==> config.mk <==
export PLATFORM = sky130hd
export DESIGN_NAME = mem_ctrl
export DESIGN_NICKNAME = d
export VERILOG_FILES = /design/src/rtl/mem_ctrl.sv
export SDC_FILE = /design/constraint.sdc
export NUM_CORES = 1
export LEC_CHECK = 0
export BUFFER_PORTS_ARGS = -buffer_cell sky130_fd_sc_hd__buf_2
export CAP_MARGIN = 20
export CORE_AREA = 2 2 130 132
export CTS_CLUSTER_SIZE = 40
export DETAILED_ROUTE_END_ITERATION = 7
export DIE_AREA = 0 0 132 134
export PLACE_DENSITY_LB_ADDON = 0.25
export SETUP_SLACK_MARGIN = 0.05
export SLEW_MARGIN = 10
export SYNTH_ARGS = -nofsm -noshare
export SYNTH_HDL_FRONTEND = slang
export SYNTH_SLANG_ARGS = --single-unit
==> constraint.sdc <==
create_clock -name clk -period 3.3 [get_ports clk]
set_input_delay 0.66 -clock clk [delete_from_list [all_inputs] [get_ports clk]]
set_output_delay 0.66 -clock clk [all_outputs]
set_load 0.01 [all_outputs]
==> src/rtl/mem_ctrl.sv <==
// mem_ctrl: sequences one arbiter request at a time onto a synchronous single-port SRAM.
// Optional: define MEM_CTRL_PERF_CNT_EN to add saturating read/write/error counters.
module mem_ctrl #(
    parameter int DATA_W = 64,
    parameter int ADDR_W = 64,
    parameter int MEM_AW = 10,
    parameter int RD_LAT = 2
) (
    input  logic              clk,
    input  logic              reset,
    input  logic [ADDR_W-1:0] addr_m,
    input  logic [DATA_W-1:0] dout_m,
    input  logic              req_m,
    input  logic              wr_m,
    output logic [DATA_W-1:0] din_m,
    output logic              rdy_m,
    output logic              err_m,
    output logic              mem_en,
    output logic              mem_we,
    output logic [MEM_AW-1:0] mem_addr,
    output logic [DATA_W-1:0] mem_wdata,
    input  logic [DATA_W-1:0] mem_rdata
`ifdef MEM_CTRL_PERF_CNT_EN
    ,
    output logic [31:0]       rd_cnt,
    output logic [31:0]       wr_cnt,
    output logic [15:0]       err_cnt
`endif
);

    typedef enum logic [1:0] {
        IDLE  = 2'd0,
        ISSUE = 2'd1,
        WAIT  = 2'd2,
        RESP  = 2'd3
    } state_t;

    localparam logic [2:0] LAT_M1 = 3'(RD_LAT - 1);

    state_t              state_q, state_d;
    logic                wr_q, wr_d;
    logic                err_q, err_d;
    logic                abort_q, abort_d;
    logic [2:0]          cnt_q, cnt_d;
    logic [DATA_W-1:0]   din_q, din_d;
    logic [MEM_AW-1:0]   mem_addr_q, mem_addr_d;
    logic [DATA_W-1:0]   mem_wdata_q, mem_wdata_d;
    logic                rdy_q, rdy_d;
    logic                err_o_q, err_o_d;
    logic                mem_en_q, mem_en_d;
    logic                mem_we_q, mem_we_d;
    logic                drop;
    logic                oor;
    logic                unused_addr_lsb;

    assign oor             = |addr_m[ADDR_W-1:MEM_AW+3];
    assign unused_addr_lsb = ^addr_m[2:0];

    always_comb begin
        state_d     = state_q;
        wr_d        = wr_q;
        err_d       = err_q;
        abort_d     = abort_q;
        cnt_d       = cnt_q;
        din_d       = din_q;
        mem_addr_d  = mem_addr_q;
        mem_wdata_d = mem_wdata_q;
        drop        = 1'b0;
        case (state_q)
            IDLE: begin
                abort_d = 1'b0;
                if (req_m) begin
                    wr_d = wr_m;
                    if (oor) begin
                        err_d   = 1'b1;
                        state_d = RESP;
                        if (!wr_m) din_d = '0;
                    end else begin
                        err_d       = 1'b0;
                        mem_addr_d  = addr_m[MEM_AW+2:3];
                        mem_wdata_d = dout_m;
                        state_d     = ISSUE;
                    end
                end
            end
            ISSUE: begin
                // A dropped request still lets the issued access finish, but never responds.
                drop    = abort_q | ~req_m;
                abort_d = drop;
                if (wr_q) begin
                    state_d = drop ? IDLE : RESP;
                end else begin
                    cnt_d   = LAT_M1;
                    state_d = WAIT;
                end
            end
            WAIT: begin
                drop    = abort_q | ~req_m;
                abort_d = drop;
                if (cnt_q == 3'd0) begin
                    if (!drop) din_d = mem_rdata;
                    state_d = drop ? IDLE : RESP;
                end else begin
                    cnt_d = cnt_q - 3'd1;
                end
            end
            RESP: begin
                state_d = IDLE;
            end
            default: begin
                state_d = IDLE;
            end
        endcase
        rdy_d    = (state_d == RESP);
        err_o_d  = (state_d == RESP) & err_d;
        mem_en_d = (state_d == ISSUE);
        mem_we_d = (state_d == ISSUE) & wr_d;
    end

    always_ff @(posedge clk) begin
        if (reset) begin
            state_q     <= IDLE;
            wr_q        <= 1'b0;
            err_q       <= 1'b0;
            abort_q     <= 1'b0;
            cnt_q       <= 3'd0;
            din_q       <= '0;
            mem_addr_q  <= '0;
            mem_wdata_q <= '0;
            rdy_q       <= 1'b0;
            err_o_q     <= 1'b0;
            mem_en_q    <= 1'b0;
            mem_we_q    <= 1'b0;
        end else begin
            state_q     <= state_d;
            wr_q        <= wr_d;
            err_q       <= err_d;
            abort_q     <= abort_d;
            cnt_q       <= cnt_d;
            din_q       <= din_d;
            mem_addr_q  <= mem_addr_d;
            mem_wdata_q <= mem_wdata_d;
            rdy_q       <= rdy_d;
            err_o_q     <= err_o_d;
            mem_en_q    <= mem_en_d;
            mem_we_q    <= mem_we_d;
        end
    end

    // The response is masked by req_m so a request withdrawn during RESP is not acknowledged.
    assign rdy_m     = rdy_q & req_m;
    assign err_m     = err_o_q & req_m;
    assign din_m     = din_q;
    assign mem_en    = mem_en_q;
    assign mem_we    = mem_we_q;
    assign mem_addr  = mem_addr_q;
    assign mem_wdata = mem_wdata_q;

`ifdef MEM_CTRL_PERF_CNT_EN
    logic [31:0] rd_cnt_q, wr_cnt_q;
    logic [15:0] err_cnt_q;

    always_ff @(posedge clk) begin
        if (reset) begin
            rd_cnt_q  <= '0;
            wr_cnt_q  <= '0;
            err_cnt_q <= '0;
        end else if (rdy_m) begin
            if (err_o_q) begin
                if (err_cnt_q != '1) err_cnt_q <= err_cnt_q + 16'd1;
            end else if (wr_q) begin
                if (wr_cnt_q != '1) wr_cnt_q <= wr_cnt_q + 32'd1;
            end else begin
                if (rd_cnt_q != '1) rd_cnt_q <= rd_cnt_q + 32'd1;
            end
        end
    end

    assign rd_cnt  = rd_cnt_q;
    assign wr_cnt  = wr_cnt_q;
    assign err_cnt = err_cnt_q;
`endif

endmodule

==> impl_metrics.xml <==
<?xml version="1.0" encoding="UTF-8"?>
<metrics>
  <group name="sta">
    <metric name="timing.setup.tns" unit="ps">0</metric>
    <metric name="timing.final.setup_violations" unit="">0</metric>
    <metric name="fin_hold_ws" unit="ps">446.5</metric>
    <metric name="postLayoutSetupSlackWorst" unit="ps">828.6</metric>
    <metric name="rsz_0062_raised_after_global_routing" unit="">no</metric>
    <metric name="max_freq" unit="MHz">404.6</metric>
    <metric name="period_share" unit="">0.7489</metric>
    <metric name="worstMarginPinSlew" unit="ps">1044</metric>
    <metric name="timing.final.crit_period" unit="ps">2471</metric>
    <metric name="final-hold-violation-count" unit="">0</metric>
    <metric name="maxSlewViolCount" unit="">0</metric>
    <metric name="fin_skew" unit="ps">7.794</metric>
    <metric name="worst_slew_margin_rel" unit="">0.3038</metric>
  </group>
  <group name="min_path">
    <metric name="worstHoldPathCells" unit="">2</metric>
    <metric name="hold_path.class" unit="">flip-flop to flip-flop</metric>
  </group>
  <group name="placed_design">
    <metric name="port_buffers" unit="">334</metric>
    <metric name="placed_area" unit="µm²">7812</metric>
    <metric name="placement.setup.worst_slack" unit="ps">408.4</metric>
    <metric name="place.gp.congestion" unit="">0.7798</metric>
    <metric name="count_of_placed_standard_cells_including_taps" unit="">1273</metric>
    <metric name="hpwl" unit="µm">12090</metric>
  </group>
  <group name="clock_tree">
    <metric name="worstSkewPairLatency" unit="ps">420</metric>
    <metric name="clock-root-buffer" unit="">sky130_fd_sc_hd__clkbuf_16</metric>
    <metric name="inserted_clock_buffers" unit="">17</metric>
    <metric name="holdBufCountCts" unit="">0</metric>
    <metric name="cts_sinks" unit="">150</metric>
    <metric name="ctsHtreeMaxLevel" unit="">4</metric>
    <metric name="post_cts.resized_instances" unit="">0</metric>
    <metric name="cts_tree" unit="">done</metric>
    <metric name="cts_setup_buffers" unit="">0</metric>
    <metric name="clk_transition_reported_paths" unit="ps">60</metric>
    <metric name="clock_tree.buffer_depth" unit="">2</metric>
  </group>
  <group name="synthesis">
    <metric name="synth.top_cell.area_share" unit="">0.4955</metric>
    <metric name="netlist_area" unit="µm²">6061</metric>
    <metric name="postSynth.asyncResetShare" unit="">0</metric>
    <metric name="ys_warn_count" unit="">0</metric>
    <metric name="most_frequent_cell_after_synthesis" unit="">sky130_fd_sc_hd__nand2_1</metric>
    <metric name="synth_cell_type_count" unit="">32</metric>
    <metric name="synth.yosys.seq_area_share" unit="">0.4955</metric>
    <metric name="syn-instance-count" unit="">779</metric>
    <metric name="postSynth.topFlopCell" unit="">sky130_fd_sc_hd__dfxtp_1</metric>
    <metric name="netlist_top_cells_area" unit="">sky130_fd_sc_hd__dfxtp_1 50%, sky130_fd_sc_hd__nand2_1 13%, sky130_fd_sc_hd__a21oi_1 12%</metric>
    <metric name="post_synth_most_frequent_cells" unit="">215 x sky130_fd_sc_hd__nand2_1, 150 x sky130_fd_sc_hd__dfxtp_1, 141 x sky130_fd_sc_hd__a21oi_1, 69 x sky130_fd_sc_hd__o21ai_0, 64 x sky130_fd_sc_hd__or3_1</metric>
    <metric name="number_of_flops_mapped_to_enable_cells_by_yosys" unit="">0</metric>
    <metric name="synth.ff_latch_count" unit="">150</metric>
    <metric name="synthesis.area_per_instance" unit="µm²">7.780</metric>
    <metric name="synthesis.nets" unit="">981</metric>
    <metric name="post-synth-top-area-cell" unit="">sky130_fd_sc_hd__dfxtp_1</metric>
  </group>
  <group name="grt">
    <metric name="first_pass_grt_wire_length" unit="µm">28260</metric>
    <metric name="overflow" unit="">0</metric>
    <metric name="via_count_of_the_first_global_routing_pass" unit="">5554</metric>
    <metric name="grt_util_all_layers" unit="">0.1978</metric>
    <metric name="maximum_number_of_pins_on_one_net_before_global_route_repair" unit="">129</metric>
    <metric name="antenna_found_initial" unit="">0</metric>
  </group>
  <group name="final_layout">
    <metric name="layout-area-overhead-vs-synth" unit="%">39.12</metric>
    <metric name="share_of_final_layout_standard_cells_stronger_than_drive_strength_1" unit="">0.3530</metric>
    <metric name="fin_nets" unit="">1274</metric>
    <metric name="n_antenna_cell" unit="">0</metric>
    <metric name="final_cells" unit="">1305</metric>
    <metric name="stdcell_area" unit="µm²">8432</metric>
  </group>
  <group name="floorplan">
    <metric name="die-height" unit="µm">134</metric>
    <metric name="initial_utilization" unit="">0.3721</metric>
    <metric name="placement_rows" unit="">47</metric>
    <metric name="io-pin-count" unit="">338</metric>
    <metric name="placeableCoreArea" unit="µm²">16290</metric>
    <metric name="die-width" unit="µm">132</metric>
    <metric name="floorplan.die_area" unit="µm²">17690</metric>
  </group>
  <group name="pwr">
    <metric name="pwr_density_cell" unit="nW/µm²">583.8</metric>
    <metric name="power.ir.vdd_worst" unit="V">0.0004296</metric>
    <metric name="leakagePower" unit="nW">3.653</metric>
  </group>
  <group name="worst_setup_path">
    <metric name="worst_r2r_path_depth" unit="">9</metric>
    <metric name="critPathRequiredTime" unit="ps">3650</metric>
    <metric name="startpoint_type" unit="">flip-flop</metric>
    <metric name="critical_path_arrival" unit="ps">2820</metric>
    <metric name="worstPathMaxFanout" unit="">128</metric>
    <metric name="worst_setup_path_end_kind" unit="">flip-flop</metric>
    <metric name="critical_path_class" unit="">flip-flop to flip-flop</metric>
  </group>
  <group name="routing">
    <metric name="dr.pass1.iters" unit="">5</metric>
    <metric name="routed-via-count" unit="">6258</metric>
    <metric name="antenna_left" unit="">0</metric>
    <metric name="wirelength_met1" unit="µm">7879</metric>
    <metric name="highest_layer" unit="">met4</metric>
    <metric name="vias_per_cell" unit="">4.795</metric>
    <metric name="route.met2.wl" unit="µm">8382</metric>
    <metric name="met3_wirelength" unit="µm">1445</metric>
    <metric name="drt_drc_violations_left" unit="">0</metric>
    <metric name="drt-total-wl" unit="µm">17970</metric>
    <metric name="dr.first_iter.drc_count" unit="">232</metric>
    <metric name="routedWlPerCell" unit="µm">13.77</metric>
  </group>
  <group name="flow_run">
    <metric name="max_cap_viol_count" unit="">0</metric>
  </group>
  <group name="run_status">
    <metric name="outcome" unit="">finished clean</metric>
  </group>
</metrics>
state kept, by name (all words and copies together) (netlist names):
register	flops
abort_q	1
err_o_q	1
cnt_q	3
mem_addr	10
mem_en	1
state_q	2
err_q	1
din_m	64
rdy_q	1
mem_we	1
wr_q	1
mem_wdata	64
cell type report:
type / instances / area [µm²]
Sequential cell: 150 / 3003
Fill cell: 1654 / 7858
Clock inverter: 15 / 193.9
Multi-Input combinational cell: 551 / 2718
Clock buffer: 17 / 425.4
Timing Repair Buffer: 344 / 1787
Inverter: 8 / 30.03
Tap cell: 220 / 275.3
through the flow:
step	total power, mW	utilization
2_1_floorplan	2.588	-
3_3_place_gp	2.909	0.4796
5_1_grt	5.210	0.5176
3_5_place_dp	2.918	0.4796
6_report	4.922	0.5176
4_1_cts	4.984	0.5176
cell families (layout without fill, tap and decap cells):
logic type,count (synthesis),in the layout,synth area share
DFF,150,150,0.4955
muxes,3,3,0.004955
buffers and inverters,78,384,0.06214
AOI/OAI and AO/OA,218,218,0.1835
adders and majority gates,6,6,0.01239
and+or+nand+nor,324,324,0.2415
path summary, 6_finish.rpt:
check                           slack (ps)           from       endpoint
worst min-delay path                   450  mem_wdata[24]  mem_wdata[24]
worst max-delay path                   830       cnt_q[0]      din_m[30]
worst min register to register         450  mem_wdata[24]  mem_wdata[24]
worst max register to register         830       cnt_q[0]      din_m[30]
routing by layer:
metal  track usage  vias to the layer above
met4       0.06159                        0
met2        0.3151                      205
li1              -                     3222
met3       0.07067                       17
met5             0                        -
met1        0.2516                     2814
worst max-delay path, cell delays in order (launching register included):
cell and delay (ps):
sky130_fd_sc_hd__dfxtp_1 350, sky130_fd_sc_hd__inv_1 60, sky130_fd_sc_hd__ha_1 190, sky130_fd_sc_hd__ha_1 250
sky130_fd_sc_hd__inv_2 90, sky130_fd_sc_hd__o21ai_1 80, sky130_fd_sc_hd__o2111ai_4 120, sky130_fd_sc_hd__buf_4 720
sky130_fd_sc_hd__o21ai_0 230, sky130_fd_sc_hd__a21oi_1 160
cells in the final DEF, fill, tap and decap left out, drive strengths merged, types with 2 or more instances in the layout:
master	count
buf	344
nand2	215
dfxtp	150
a21oi	141
o21ai	71
or3	64
clkbuf	17
inv	15
nor4	14
nor2	9
ha	6
and2	4
nor3	4
nand3	4
nor2b	4
nand4	3
mux2i	3
bufinv	3
clkinv	3
clkinvlp	2
report_power, final:
part | internal (mW) | switching, mW | total, mW
Combinational | 0.348 | 0.572 | 0.920
Sequential | 1.91 | 0.0472 | 1.95
Clock | 1.21 | 0.836 | 2.05
Total | 3.47 | 1.46 | 4.92
Note: power is estimated with default switching activity, not from simulation.
